--- config.mk ---
export PLATFORM = sky130hd
export DESIGN_NAME = uart_tx_arbiter_flat
export DESIGN_NICKNAME = d
export VERILOG_FILES = /design/src/rtl/uart_tx_arbiter_if.sv /design/src/rtl/uart_tx_arbiter.sv /design/src/flat_wrapper.sv
export SDC_FILE = /design/constraint.sdc
export NUM_CORES = 1
export LEC_CHECK = 0
export CAP_MARGIN = 20
export CORE_UTILIZATION = 50
export DETAILED_ROUTE_END_ITERATION = 7
export GPL_TIMING_DRIVEN = 0
export MAX_ROUTING_LAYER = met4
export PLACE_DENSITY = 0.89
export SYNTH_ARGS = -nofsm -noshare
export SYNTH_HDL_FRONTEND = slang
export SYNTH_SLANG_ARGS = --single-unit
--- constraint.sdc ---
create_clock -name clk -period 9.3 [get_ports clk]
set_input_delay 1.86 -clock clk [delete_from_list [all_inputs] [get_ports clk]]
set_output_delay 1.86 -clock clk [all_outputs]
set_load 0.05 [all_outputs]
--- src/rtl/uart_tx_arbiter_if.sv ---
// Bundle of requester-side and UART-side signals for uart_tx_arbiter.
// slave = the arbiter; master = whatever drives requests and owns the UART FIFO.
interface uart_tx_arbiter_if #(
    parameter int N_REQ = 4
);
    logic [N_REQ-1:0]   req_valid;
    logic [8*N_REQ-1:0] req_data;
    logic [N_REQ-1:0]   req_last;
    logic [N_REQ-1:0]   req_ready;
    logic               wr_uart;
    logic [7:0]         tx_data;
    logic               tx_full;
    logic [2:0]         grant_id;
    logic               busy;
    logic               trunc_err;

    modport slave (
        input  req_valid, req_data, req_last, tx_full,
        output req_ready, wr_uart, tx_data, grant_id, busy, trunc_err
    );

    modport master (
        output req_valid, req_data, req_last, tx_full,
        input  req_ready, wr_uart, tx_data, grant_id, busy, trunc_err
    );
endinterface

--- src/rtl/uart_tx_arbiter.sv ---
// Packet-granular round-robin arbiter sharing one UART TX write port among
// N_REQ byte-stream requesters, with an optional one-byte source header.
module uart_tx_arbiter #(
    parameter int         N_REQ    = 4,
    parameter bit         HDR_EN   = 1'b1,
    parameter logic [7:0] HDR_BASE = 8'hA0,
    parameter int         MAX_LEN  = 16
) (
    input  logic             clk,
    input  logic             rst_n,
    uart_tx_arbiter_if.slave bus
);
    typedef enum logic [1:0] {IDLE, HDR, DATA} state_t;

    state_t     state_reg;
    logic [2:0] grant_reg;
    logic [2:0] last_grant_reg;
    logic [7:0] count_reg;

    // Requester inputs padded to 8 lanes so a 3-bit grant index always fits.
    logic [7:0] valid8;
    logic [7:0] last8;
    logic [7:0] data_arr [8];
    logic [7:0] ready8;

    for (genvar gi = 0; gi < 8; gi++) begin : g_lane
        if (gi < N_REQ) begin : g_used
            assign valid8[gi]   = bus.req_valid[gi];
            assign last8[gi]    = bus.req_last[gi];
            assign data_arr[gi] = bus.req_data[8*gi +: 8];
        end else begin : g_unused
            assign valid8[gi]   = 1'b0;
            assign last8[gi]    = 1'b0;
            assign data_arr[gi] = 8'h00;
        end
    end

    // Rotating priority search starting just after the previous winner.
    logic       pick_found;
    logic [2:0] pick_idx;
    logic [2:0] cand;

    always_comb begin
        pick_found = 1'b0;
        pick_idx   = 3'd0;
        cand       = (last_grant_reg == 3'(N_REQ - 1)) ? 3'd0 : last_grant_reg + 3'd1;
        for (int k = 0; k < N_REQ; k++) begin
            if (!pick_found && valid8[cand]) begin
                pick_found = 1'b1;
                pick_idx   = cand;
            end
            cand = (cand == 3'(N_REQ - 1)) ? 3'd0 : cand + 3'd1;
        end
    end

    logic       g_valid;
    logic       g_last;
    logic [7:0] g_data;
    logic [7:0] count_inc;
    logic       at_max;

    assign g_valid   = valid8[grant_reg];
    assign g_last    = last8[grant_reg];
    assign g_data    = data_arr[grant_reg];
    assign count_inc = count_reg + 8'd1;
    assign at_max    = (count_inc == 8'(MAX_LEN));

    logic       wr_c;
    logic [7:0] data_c;
    logic       trunc_c;
    logic       accept;
    logic       pkt_end;

    always_comb begin
        ready8  = 8'h00;
        wr_c    = 1'b0;
        data_c  = 8'h00;
        trunc_c = 1'b0;
        accept  = 1'b0;
        pkt_end = 1'b0;
        case (state_reg)
            HDR: begin
                wr_c = !bus.tx_full;
                if (!bus.tx_full)
                    data_c = HDR_BASE | {5'd0, grant_reg};
            end
            DATA: begin
                ready8[grant_reg] = !bus.tx_full;
                accept  = g_valid && !bus.tx_full;
                wr_c    = accept;
                if (accept)
                    data_c = g_data;
                pkt_end = accept && (g_last || at_max);
                trunc_c = accept && at_max && !g_last;
            end
            default: ;
        endcase
    end

    always_ff @(posedge clk or negedge rst_n) begin
        if (!rst_n) begin
            state_reg      <= IDLE;
            grant_reg      <= 3'd0;
            last_grant_reg <= 3'(N_REQ - 1);
            count_reg      <= 8'd0;
        end else begin
            case (state_reg)
                IDLE: begin
                    if (pick_found) begin
                        grant_reg <= pick_idx;
                        count_reg <= 8'd0;
                        state_reg <= HDR_EN ? HDR : DATA;
                    end
                end
                HDR: begin
                    if (!bus.tx_full)
                        state_reg <= DATA;
                end
                DATA: begin
                    if (accept)
                        count_reg <= count_inc;
                    // Truncated packets release the port; the rest re-arbitrates later.
                    if (pkt_end) begin
                        last_grant_reg <= grant_reg;
                        state_reg      <= IDLE;
                    end
                end
                default: state_reg <= IDLE;
            endcase
        end
    end

    assign bus.req_ready = ready8[N_REQ-1:0];
    assign bus.wr_uart   = wr_c;
    assign bus.tx_data   = data_c;
    assign bus.trunc_err = trunc_c;
    assign bus.grant_id  = grant_reg;
    assign bus.busy      = (state_reg != IDLE);
endmodule

--- src/flat_wrapper.sv ---
// flat-port wrapper written by rule: the top's interface ports become plain ports
module uart_tx_arbiter_flat 
#(
    parameter int         N_REQ    = 4,
    parameter bit         HDR_EN   = 1'b1,
    parameter logic [7:0] HDR_BASE = 8'hA0,
    parameter int         MAX_LEN  = 16
)
  (clk, rst_n, bus_req_valid, bus_req_data, bus_req_last, bus_tx_full, bus_req_ready, bus_wr_uart, bus_tx_data, bus_grant_id, bus_busy, bus_trunc_err);
  uart_tx_arbiter_if #(.N_REQ(N_REQ)) bus_i ();
  input  logic clk;
  input  logic rst_n;
  input wire logic [$bits(bus_i.req_valid)-1:0] bus_req_valid;
  input wire logic [$bits(bus_i.req_data)-1:0] bus_req_data;
  input wire logic [$bits(bus_i.req_last)-1:0] bus_req_last;
  input wire logic [$bits(bus_i.tx_full)-1:0] bus_tx_full;
  output wire logic [$bits(bus_i.req_ready)-1:0] bus_req_ready;
  output wire logic [$bits(bus_i.wr_uart)-1:0] bus_wr_uart;
  output wire logic [$bits(bus_i.tx_data)-1:0] bus_tx_data;
  output wire logic [$bits(bus_i.grant_id)-1:0] bus_grant_id;
  output wire logic [$bits(bus_i.busy)-1:0] bus_busy;
  output wire logic [$bits(bus_i.trunc_err)-1:0] bus_trunc_err;
  assign bus_i.req_valid = bus_req_valid;
  assign bus_i.req_data = bus_req_data;
  assign bus_i.req_last = bus_req_last;
  assign bus_i.tx_full = bus_tx_full;
  assign bus_req_ready = bus_i.req_ready;
  assign bus_wr_uart = bus_i.wr_uart;
  assign bus_tx_data = bus_i.tx_data;
  assign bus_grant_id = bus_i.grant_id;
  assign bus_busy = bus_i.busy;
  assign bus_trunc_err = bus_i.trunc_err;
  uart_tx_arbiter #(.N_REQ(N_REQ), .HDR_EN(HDR_EN), .HDR_BASE(HDR_BASE), .MAX_LEN(MAX_LEN)) u_core (.clk(clk), .rst_n(rst_n), .bus(bus_i));
endmodule
* Word-level counts from Yosys, hierarchy flattened
Cells that the tools add are included.
Word-level totals: register bits after elaboration 16
Operators by class: $add $sub $neg 5, order comparisons 7, equality and inequality tests 11, muxes and demuxes 44, bitwise gates (word level) 2, reduce and logical (&&, ||, !) cells 21
Operator list (number):
- 2-to-1 mux 8 bit | 6
- case mux 8 bit (2 select lines) | 2
- binary-select mux 8 bit (select 3 bit) | 1
- 2-to-1 mux 3 bit | 8
- < comparator 3 x 4 -> 1 bit, second input constant | 5
- binary-select mux 1 bit (select 3 bit) | 6
- 2-to-1 mux 1 bit | 14
- adder 3 x 1 -> 3 bit, second input constant | 4
- == test 3 x 2 -> 1 bit, second input constant | 4
- adder 8 x 1 -> 8 bit, second input constant | 1
- == test 8 x 5 -> 1 bit, second input constant | 1
- logical AND 1 bit | 8
- 2-to-1 mux 2 bit | 3
- != test 2 x 1 -> 1 bit, second input constant | 3
- case mux 2 bit (3 select lines) | 1
- AND reduction 3 bit | 2
- zero test 1 bit | 5
- AND 4 bit | 1
- >= comparator 4 bit, second input constant | 1
- 2-to-1 mux 4 bit | 1
- NOT 3 -> 4 bit | 1
- AND reduction 2 bit | 2
- nonzero test 2 bit | 2
- demux 1 bit (select 3 bit) | 1
- other kinds (7) | 7

* Longest topological paths before layout
depth after elaboration 16, gate-level depth with buffers 13, gate-level depth less buffers 11

* Worst setup path before layout
OpenSTA, ideal clock, no wires.
kind in2out, start point in bus_req_last[3], end point out bus_trunc_err, arrival time 3.532 ns, data required time 7.440 ns, setup slack 3.908 ns, stages on the path 3, path buffers 0, cell sequence mux4_2 -> nor2b_1 -> nor3_1
Between the ends: cells in the longest elaborated chain, start to end 5
Ends and longest elaborated chain:
- from (decl) | line flat_wrapper.sv:15 | input wire logic [$bits(bus_i.req_last)-1:0] bus_req_last;
- binary-select mux 1 bit (select 3 bit) | line uart_tx_arbiter.sv:63 | assign g_last = last8[grant_reg];
- 2-to-1 mux 1 bit (implied by the code) | line uart_tx_arbiter.sv:63
- zero test 1 bit | line uart_tx_arbiter.sv:94 | trunc_c = accept && at_max && !g_last;
- logical AND 1 bit | line uart_tx_arbiter.sv:94
- 2-to-1 mux 1 bit | line uart_tx_arbiter.sv:81 | case (state_reg)
- to (decl) | line flat_wrapper.sv:22 | output wire logic [$bits(bus_i.trunc_err)-1:0] bus_trunc_err;
Every way passes these cells. The select of a mux whose other input is x is not followed.

* Worst setup path in the final report
start point in bus_req_valid[2], end point out bus_tx_data[7]
Between the ends: cells in the longest elaborated chain, start to end 5
Ends and longest elaborated chain:
- from (decl) | line flat_wrapper.sv:13 | input wire logic [$bits(bus_i.req_valid)-1:0] bus_req_valid;
- binary-select mux 1 bit (select 3 bit) | line uart_tx_arbiter.sv:62 | assign g_valid = valid8[grant_reg];
- 2-to-1 mux 1 bit (implied by the code) | line uart_tx_arbiter.sv:62
- logical AND 1 bit | line uart_tx_arbiter.sv:89 | accept = g_valid && !bus.tx_full;
- 2-to-1 mux 8 bit | line uart_tx_arbiter.sv:91 | if (accept)
- case mux 8 bit (2 select lines) | line uart_tx_arbiter.sv:81
- to (decl) | line flat_wrapper.sv:19 | output wire logic [$bits(bus_i.tx_data)-1:0] bus_tx_data;
Every way passes these cells. The select of a mux whose other input is x is not followed.

==> qor.csv <==
stage;metric;value;unit
outcome;status;finished clean;
floorplan;# IOs;61;
critical_path;WP data arrival;4.40;ns
layout;Syn-to-layout area delta;38.6;%
layout;Final nets;317;
clocking;CTS H-tree lvls;1;
clocking;CTS tree;yes;
power;Leak;0.979;nW
layout;post-layout util;0.735;
synthesis;share of the yosys chip area belonging to registers;0.224;
synthesis;post-synth cell types;56;
timing;worst clock skew;0.00725;ns
route;Via-to-Cell Ratio;6.03;
global_route;number of global-route vias before repair;1755;
global_route;largest net degree at the start of global routing;17;
critical_path;Reg2Reg Depth;11;
clocking;clk root buf;clkbuf_4;
synthesis;ys async rst share;1.00;
critical_path;Critical R2R Capture;u_core.count_reg[6]$_DFFE_PN0P_;
timing;RSZ-0062 raised after global routing;no;
synthesis;synthesized area;1800;um^2
critical_path;worst setup path class;in -> out;
timing;Hold Slack;0.595;ns
floorplan;die height;62.0;um
power;worst vdd ir;0.268;mV
global_route;grt ovf;0;
power;PD cells;299;nW/um^2
route;final WL;5040;um
synthesis;FF+latch count, synth;16;
hold_path;worst hold start;u_core.bus.grant_id[2]$_DFFE_PN0P_;
clocking;clock tree sinks;16;
clocking;post-cts resize count;0;
synthesis;ys flop type;dfrtp_1;
layout;layout cell share with drive strength beyond 1;0.131;
critical_path;Crit. Startpoint;bus_req_valid[2];
critical_path;R2R Setup Slk;5.66;ns
hold_path;Hold WC Path Type;reg -> reg;
layout;max reg flops;8;
global_route;initial antenna violation count;0;
floorplan;Site Rows;21;
timing;worst slew pin tran;0.719;ns
route;DRC viols;0;
synthesis;Syn. warnings;0;
layout;Non-Filler Instances;313;
placement;GP Congestion;0.890;
placement;Inst Count DP;309;
synthesis;syn_nets;252;
critical_path;reg2reg start;u_core.last_grant_reg[0]$_DFFE_PN1P_;
timing;Slew headroom;0.519;
run;max-cap check violation count;0;
timing;Fin Setup TNS;0;ns
critical_path;crit path launch type;input port;
floorplan;Initial Util;0.530;
critical_path;highest net fanout along the worst path;8;
critical_path;Worst EP required;7.44;ns
global_route;Total GRT Usage;0.279;
route;drt pass-1 iters;4;
timing;post-route clock period utilization;0.673;
clocking;CTS max path bufs;2;
placement;post-detail-place hpwl;4080;um
route;Initial DRC Count;108;
timing;Tmin final;6.26;ns
clocking;Skew-Pair Late Insertion Delay;0.29;ns
hold_path;worst hold stages;1;
timing;maximum clock frequency;160;MHz
synthesis;Post-Syn Instances;203;
route;ANT nets after route;0;
global_route;GRT busiest layer;met2;
global_route;routing usage on met3;0.0455;
timing;final hold violations;0;
hold_path;Hold Crit Endpoint;u_core.bus.grant_id[2]$_DFFE_PN0P_;
synthesis;Mean Syn Cell Area;8.86;um^2
route;Vias;1888;
global_route;first-pass GRT wire length;7760;um
critical_path;CP Capture Type;output port;
clocking;clock slew at the register clock pins of the worst setup and hold paths;0.10;ns
timing;final slew viol count;0;
synthesis;Post-synth EDFFs;0;
timing;final setup fails;0;
clocking;hold_buf cts;0;
layout;Ant. Diodes;0;
floorplan;full die area;3840;um^2
floorplan;CORE AREA;3390;um^2
clocking;post-CTS setup buffers;0;
placement;port bufs;60;
clocking;clock buffer count from CTS;3;
global_route;met1 usage in global routing;0.361;
route;Routed WL per cell;16.1;um
global_route;met2 Use GR;0.453;
floorplan;Die X;62.0;um
==> metrics by stage <==
| step | instance area (um^2) | worst slack, ns | power (mW) |
|---|---|---|---|
| final | 2490 | 3.04 | 0.744 |
| after global placement | 2460 | 3.12 | 0.678 |
| after floorplan | 1800 | 3.91 | 0.550 |
| after global routing | 2490 | 2.94 | 0.797 |
| after detailed placement | 2460 | 3.04 | 0.692 |
| after CTS | 2490 | 3.04 | 0.739 |
==> how the worst max path moves through the flow <==
stage | endpoint | slack [ns] | depth (start not counted)
final | bus_tx_data[7] | 3.04 | 7
after global routing | bus_tx_data[5] | 2.94 | 7
after CTS | bus_tx_data[7] | 3.04 | 7
after detailed placement | bus_tx_data[7] | 3.04 | 7
after global placement | bus_tx_data[7] | 3.12 | 7
after floorplan | bus_trunc_err | 3.91 | 3
==> worst max-delay path, cell delays in order <==
cell and delay (ns):
clkdlybuf4s50_1 0.64, mux4_2 0.34, and3_1 0.15, clkbuf_1 0.29
a21oi_1 0.12, nor2b_1 0.14, clkdlybuf4s50_1 0.85
==> cells in the mapped netlist (3+ instances only) <==
master / instances / area [um^2]
nand2_1: 11 / 41.3
o21ai_0: 11 / 55.1
and4_1: 3 / 26.3
buf_2: 6 / 30.0
a21oi_1: 10 / 50.1
nand3b_1: 3 / 22.5
mux4_2: 10 / 225
ha_1: 6 / 75.1
clkbuf_1: 4 / 15.0
mux2i_1: 5 / 50.1
nand3_1: 4 / 20.0
dfrtp_1: 14 / 350
o211ai_1: 8 / 60.1
nand2b_1: 3 / 18.8
nor2b_1: 10 / 62.6
inv_1: 15 / 56.3
mux2_2: 4 / 45.0
a22oi_1: 3 / 22.5
and2_1: 5 / 31.3
nor2_1: 16 / 60.1
and3_1: 8 / 50.1
==> metal layers <==
metal  up-vias  part of all wire
met5         -                 0
li1        903                 -
met3        12             0.036
met2        48              0.51
met4         0             0.017
met1       925              0.43
==> cell usage in the layout, fill, tap and decap left out, drive strengths merged, types with 4 or more instances in the layout <==
| cell type | count |
|---|---|
| a21oi | 10 |
| and2 | 5 |
| and3 | 8 |
| buf | 7 |
| clkbuf | 8 |
| clkdlybuf4s50 | 60 |
| dfrtp | 14 |
| ha | 6 |
| inv | 16 |
| mux2 | 5 |
| mux2i | 5 |
| mux4 | 10 |
| nand2 | 11 |
| nand3 | 4 |
| nor2 | 16 |
| nor2b | 11 |
| o211ai | 8 |
| o21ai | 11 |
==> report_power, final <==
group          internal (mW)  switching (mW)
clock                 0.0238          0.0220
sequential            0.0911          0.0204
combinational          0.249           0.337
total                  0.364           0.380
==> layout make-up <==
| cell class | instances | area (um^2) |
|---|---|---|
| Buffer | 11 | 48.8 |
| Fill cell | 264 | 897 |
| Multi-Input combinational cell | 160 | 1290 |
| Tap cell | 46 | 57.6 |
| Timing Repair Buffer | 60 | 601 |
| Clock buffer | 4 | 36.3 |
| Inverter | 16 | 60.1 |
| Sequential cell | 16 | 403 |
==> cell families (layout without fill, tap and decap cells) <==
| logic type | count (synthesis) | after routing | synth area share |
|---|---|---|---|
| AND/OR/NAND/NOR | 76 | 76 | 0.239 |
| multiplexers | 20 | 20 | 0.186 |
| adder cells (fa/ha/maj) | 7 | 7 | 0.0473 |
| AO/OA/AOI/OAI | 57 | 57 | 0.243 |
| buffers and inverters | 27 | 91 | 0.0605 |
| flip-flops | 16 | 16 | 0.224 |
Power figures use the tool's default switching activity.
